**src/rtl/fifo_status.sv**
```systemverilog
// fifo_status: synchronous show-ahead FIFO with occupancy count, programmable
// almost-full/almost-empty flags, synchronous flush and sticky overflow/underflow.
// The head word is read combinationally at r_ptr, so r_data is valid in the same
// cycle that empty deasserts. All flags are decoded from the registered count.
module fifo_status #(
    parameter int DATA_WIDTH = 8,
    parameter int ADDR_WIDTH = 4,
    parameter int AFULL_TH   = 12,
    parameter int AEMPTY_TH  = 2
) (
    input  logic                  clk,
    input  logic                  reset,
    input  logic                  rd,
    input  logic                  wr,
    input  logic [DATA_WIDTH-1:0] w_data,
    input  logic                  flush,
    input  logic                  clr_err,
    output logic [DATA_WIDTH-1:0] r_data,
    output logic                  empty,
    output logic                  full,
    output logic                  almost_empty,
    output logic                  almost_full,
    output logic [ADDR_WIDTH:0]   count,
    output logic                  overflow,
    output logic                  underflow
);

    localparam int DEPTH = 2 ** ADDR_WIDTH;

    // Thresholds sized to the count so all comparisons are unsigned and width-matched.
    localparam logic [ADDR_WIDTH:0] DEPTH_C  = (ADDR_WIDTH + 1)'(DEPTH);
    localparam logic [ADDR_WIDTH:0] AFULL_C  = (ADDR_WIDTH + 1)'(AFULL_TH);
    localparam logic [ADDR_WIDTH:0] AEMPTY_C = (ADDR_WIDTH + 1)'(AEMPTY_TH);

    logic [DATA_WIDTH-1:0] mem [DEPTH];
    logic [ADDR_WIDTH-1:0] w_ptr;
    logic [ADDR_WIDTH-1:0] r_ptr;

    logic wr_acc;
    logic rd_acc;
    logic ovf_set;
    logic unf_set;

    // Accept decisions: a write at full is allowed when a read frees a slot in the
    // same cycle; a read is only accepted when something is stored.
    always_comb begin
        wr_acc  = wr & (~full | rd);
        rd_acc  = rd & ~empty;
        ovf_set = wr & full & ~rd;
        unf_set = rd & empty;
    end

    // Status flags decoded from the registered count.
    always_comb begin
        empty        = (count == '0);
        full         = (count == DEPTH_C);
        almost_empty = (count <= AEMPTY_C);
        almost_full  = (count >= AFULL_C);
    end

    // Show-ahead read port: the head word is always presented.
    assign r_data = mem[r_ptr];

    // Storage array; not cleared by reset, written only on an accepted write.
    always_ff @(posedge clk) begin
        if (!reset && !flush && wr_acc) begin
            mem[w_ptr] <= w_data;
        end
    end

    // Pointer, count and sticky-flag state. Flush discards contents but keeps the
    // error history; a set in the same cycle as clr_err wins over the clear.
    always_ff @(posedge clk) begin
        if (reset) begin
            w_ptr     <= '0;
            r_ptr     <= '0;
            count     <= '0;
            overflow  <= 1'b0;
            underflow <= 1'b0;
        end else if (flush) begin
            w_ptr     <= '0;
            r_ptr     <= '0;
            count     <= '0;
            overflow  <= overflow & ~clr_err;
            underflow <= underflow & ~clr_err;
        end else begin
            if (wr_acc) begin
                w_ptr <= w_ptr + ADDR_WIDTH'(1);
            end
            if (rd_acc) begin
                r_ptr <= r_ptr + ADDR_WIDTH'(1);
            end
            count     <= count + {{ADDR_WIDTH{1'b0}}, wr_acc} - {{ADDR_WIDTH{1'b0}}, rd_acc};
            overflow  <= ovf_set | (overflow & ~clr_err);
            underflow <= unf_set | (underflow & ~clr_err);
        end
    end

endmodule
```
**config.mk**
```make
export PLATFORM = sky130hd
export DESIGN_NAME = fifo_status
export DESIGN_NICKNAME = d
export VERILOG_FILES = /design/src/rtl/fifo_status.sv
export SDC_FILE = /design/constraint.sdc
export NUM_CORES = 1
export LEC_CHECK = 0
export BUFFER_PORTS_ARGS = -buffer_cell sky130_fd_sc_hd__clkbuf_2
export CAP_MARGIN = 20
export CORE_MARGIN = 4
export CORE_UTILIZATION = 54
export DETAILED_ROUTE_END_ITERATION = 7
export PLACE_DENSITY = 0.75
export SETUP_SLACK_MARGIN = 0.15
export SLEW_MARGIN = 10
export SYNTH_ARGS = -nofsm -noshare
export SYNTH_HDL_FRONTEND = slang
export SYNTH_SLANG_ARGS = --single-unit
```
**constraint.sdc**
```tcl
create_clock -name clk -period 2.85 [get_ports clk]
set_input_delay 0.285 -clock clk [delete_from_list [all_inputs] [get_ports clk]]
set_output_delay 0.285 -clock clk [all_outputs]
set_load 0.05 [all_outputs]
```
==> out/metrics.csv <==
metric,value,unit
clock latency of the later-clocked register in the worst-skew pair,510,ps
Worst VDD drop,0.745,mV
worst hold slack across all endpoints,66.0,ps
worst path required time,3300,ps
routability congestion estimate,0.794,
Yosys reg bits,147,
Setup Skew,7.26,ps
final hold violations,0,
number of sinks handled by clock tree synthesis,147,
average wire length per cell after detail routing,21.3,µm
endpoint of the worst-slack reg-to-reg timing path,count[4],
crit path kind,reg -> reg,
routed via count,3125,
Total Neg Setup Slack,0,ps
clk slew on worst S/H paths,60,ps
actual transition at the worst max-transition pin,761,ps
arrival time at the worst endpoint,3120,ps
DRT antenna net count,0,
RSZ-0062 raised after global routing,yes,
PortBufs,32,
n_diodes,0,
"Net count, final",430,
"critical path fanouts, max",3,
initial antenna violation count,0,
Bufs and invs on worst path,3,
largest buffer count on any clock path,2,
Hold Path Cell Cnt,3,
post-synth top area cell,sky130_fd_sc_hd__edfxtp_1,
power per cell area,830,nW/µm²
Worst R2R Start,count[3],
number of endpoints failing setup at the final stage,0,
Synth warnings,0,
Core Box Area,10800,µm²
leakage power of the design,0.00250,µW
fill cell count,705,
total placed instance area,6380,µm²
remaining global-route overflow,0,
slowest library cell on the worst path,sky130_fd_sc_hd__or4b_4,
drt first-iter violations,200,
Yosys cell types,35,
endpoint with the worst hold slack,underflow,
final cell count without fillers,553,
total number of H-tree levels,4,
headroom to the max-slew limit,49.2,%
DP HPWL,7.02,mm
R2R setup slack,180,ps
CTS buffer count,17,
die height,113,µm
Top Family by Delay on Critical Path,simple AND/OR/NAND/NOR gates,
maximum number of pins on one net before global-route repair,33,
ports placed on the boundary,33,
Max Clock Freq,375,MHz
max-slew violation count,0,
"leading cell type in the layout, fill and taps excluded",sky130_fd_sc_hd__edfxtp_1,
max-capacitance violation count,0,
total number of placement rows,38,
share of the yosys chip area belonging to registers,71.0,%
Synthesized Nets,360,
beginning of the worst hold path,clr_err,
TritonCTS clock tree,done,
TritonRoute pass-1 iters,4,
fraction of layout cells with a size suffix above 1,32.0,%
kind of end point of the critical path,register,
global-route wire length before repair,18.3,mm
Final min period,2670,ps
portion of synthesized cell area occupied by the leading cell type,64.6,%
type of the most critical hold path,in -> reg,
cells traversed along the worst timing path,inv_2 -> ha_4 -> or4b_4 -> nand2_4 -> inv_2 -> ha_4 -> inv_1 -> ha_2 -> fa_2 -> nand2b_1 -> a21oi_2 -> or3_4 -> a21oi_2,
area of the die,12800,µm²
Netlist Area Pre-Place,5950,µm²
via density per instance,5.65,
die extent in x,113,µm
delay contributed by the slowest stage of the critical path,480,ps
syn avg cell area,18.0,µm²
synthesized netlist cell count,330,
area of all placed cells without fillers,7140,µm²
vias in the first global route,3232,
main area contributors after synthesis,"sky130_fd_sc_hd__edfxtp_1, sky130_fd_sc_hd__mux4_2, sky130_fd_sc_hd__dfxtp_1",
final worst-path cycle share,93.6,%
R2R cell count,13,
root buffer cell,sky130_fd_sc_hd__clkbuf_8,
Routed Wire Length,11.8,mm
GRT Total Usage,19.8,%
cell count after placement,511,
startpoint type of the worst setup path,register,
detailed-route DRC error count,0,
Initial Utilization,55.1,%
"commonest non-fill, non-tap cells in the layout","sky130_fd_sc_hd__edfxtp_1, sky130_fd_sc_hd__nor2_1, sky130_fd_sc_hd__buf_4",
area added between synthesis and finish,20.0,%
outcome,"complete, no violations",
==> worst max path at each step <==
stage,startpoint,to,slack [ps],cells after the start
global route,count[3],count[4],60,13
CTS,count[2],count[4],140,13
finish,count[3],count[4],180,13
floorplan,count[2],count[4],-40,13
detailed placement,count[2],count[4],10,13
global placement,count[2],count[4],110,13
==> Yosys cell counts (all sizes together) <==
| library cell | n |
|---|---|
| a21oi | 7 |
| a22oi | 16 |
| a31o | 1 |
| and2 | 3 |
| and2b | 1 |
| and3 | 2 |
| buf | 8 |
| clkbuf | 2 |
| clkdlybuf4s25 | 3 |
| dfxtp | 19 |
| edfxtp | 128 |
| fa | 1 |
| ha | 15 |
| inv | 14 |
| mux4 | 32 |
| nand2 | 20 |
| nand2b | 2 |
| nand3 | 4 |
| nand3b | 2 |
| nand4bb | 1 |
| nor2 | 28 |
| nor2b | 2 |
| o211ai | 1 |
| o21a | 1 |
| o21ai | 4 |
| o41ai | 1 |
| or2 | 2 |
| or3 | 2 |
| or4b | 1 |
| xnor2 | 1 |
| xor2 | 6 |
==> through the flow <==
step	total power (µW)	utilization [%]	worst slack [ps]
6_report	5930	66.2	183
5_1_grt	6210	66.2	59.7
4_1_cts	5840	65.1	136
3_5_place_dp	3630	59.1	14.9
3_3_place_gp	3600	59.1	107
2_1_floorplan	3330	-	-38.3
==> state kept, by name (all words and copies together) (netlist names), named ones only <==
name / count
count: 5
mem: 128
overflow: 1
r_ptr: 4
underflow: 1
w_ptr: 4
==> routing by layer <==
layer | track usage, % | part of all wire (%) | vias to the layer above
met1 | 26.4 | 39 | 1567
met4 | 7.13 | 1.2 | 0
met3 | 5.40 | 7.1 | 12
li1 | - | - | 1436
met5 | 0 | 0 | -
met2 | 31.6 | 52 | 110
==> kinds of logic after synthesis <==
| family | count (synthesis) | synth area share (%) |
|---|---|---|
| AOI/OAI and AO/OA | 31 | 3.49 |
| xor gates and xnor gates | 7 | 1.03 |
| adders and majority gates | 16 | 3.49 |
| buffers and inverters | 27 | 2.52 |
| DFF | 147 | 71.0 |
| muxes | 32 | 13.0 |
| and+or+nand+nor | 70 | 5.47 |
==> power breakdown <==
part           internal, µW  switching (µW)
clock                  1320             813
combinational           543             814
sequential             2390            51.4
total                  4250            1680
==> worst min-delay path: stages <==
cell	delay [ps]
sky130_fd_sc_hd__clkbuf_2	90
sky130_fd_sc_hd__nand2b_1	100
sky130_fd_sc_hd__a21oi_1	60
==> timing repair <==
action                                  in CTS  in global routing
buffers inserted                             1                  6
gates cloned                                 1                  1
endpoints found under the setup margin       2                  9
pin swaps                                    2                  7
hold endpoints to repair                     1                  0
hold buffers                                 1                  0
resized for setup                            8                 17
==> layout make-up <==
| type | count | area, µm² | share of cell area (%) |
|---|---|---|---|
| Clock inverter | 15 | 165 | 2.31 |
| Clock buffer | 17 | 414 | 5.80 |
| Sequential cell | 147 | 4230 | 59.2 |
| Timing Repair Buffer | 64 | 455 | 6.38 |
| Multi-Input combinational cell | 156 | 1650 | 23.1 |
| Tap cell | 140 | 175 | 2.45 |
| Inverter | 14 | 55.1 | 0.771 |
Power figures use the tool's default switching activity.
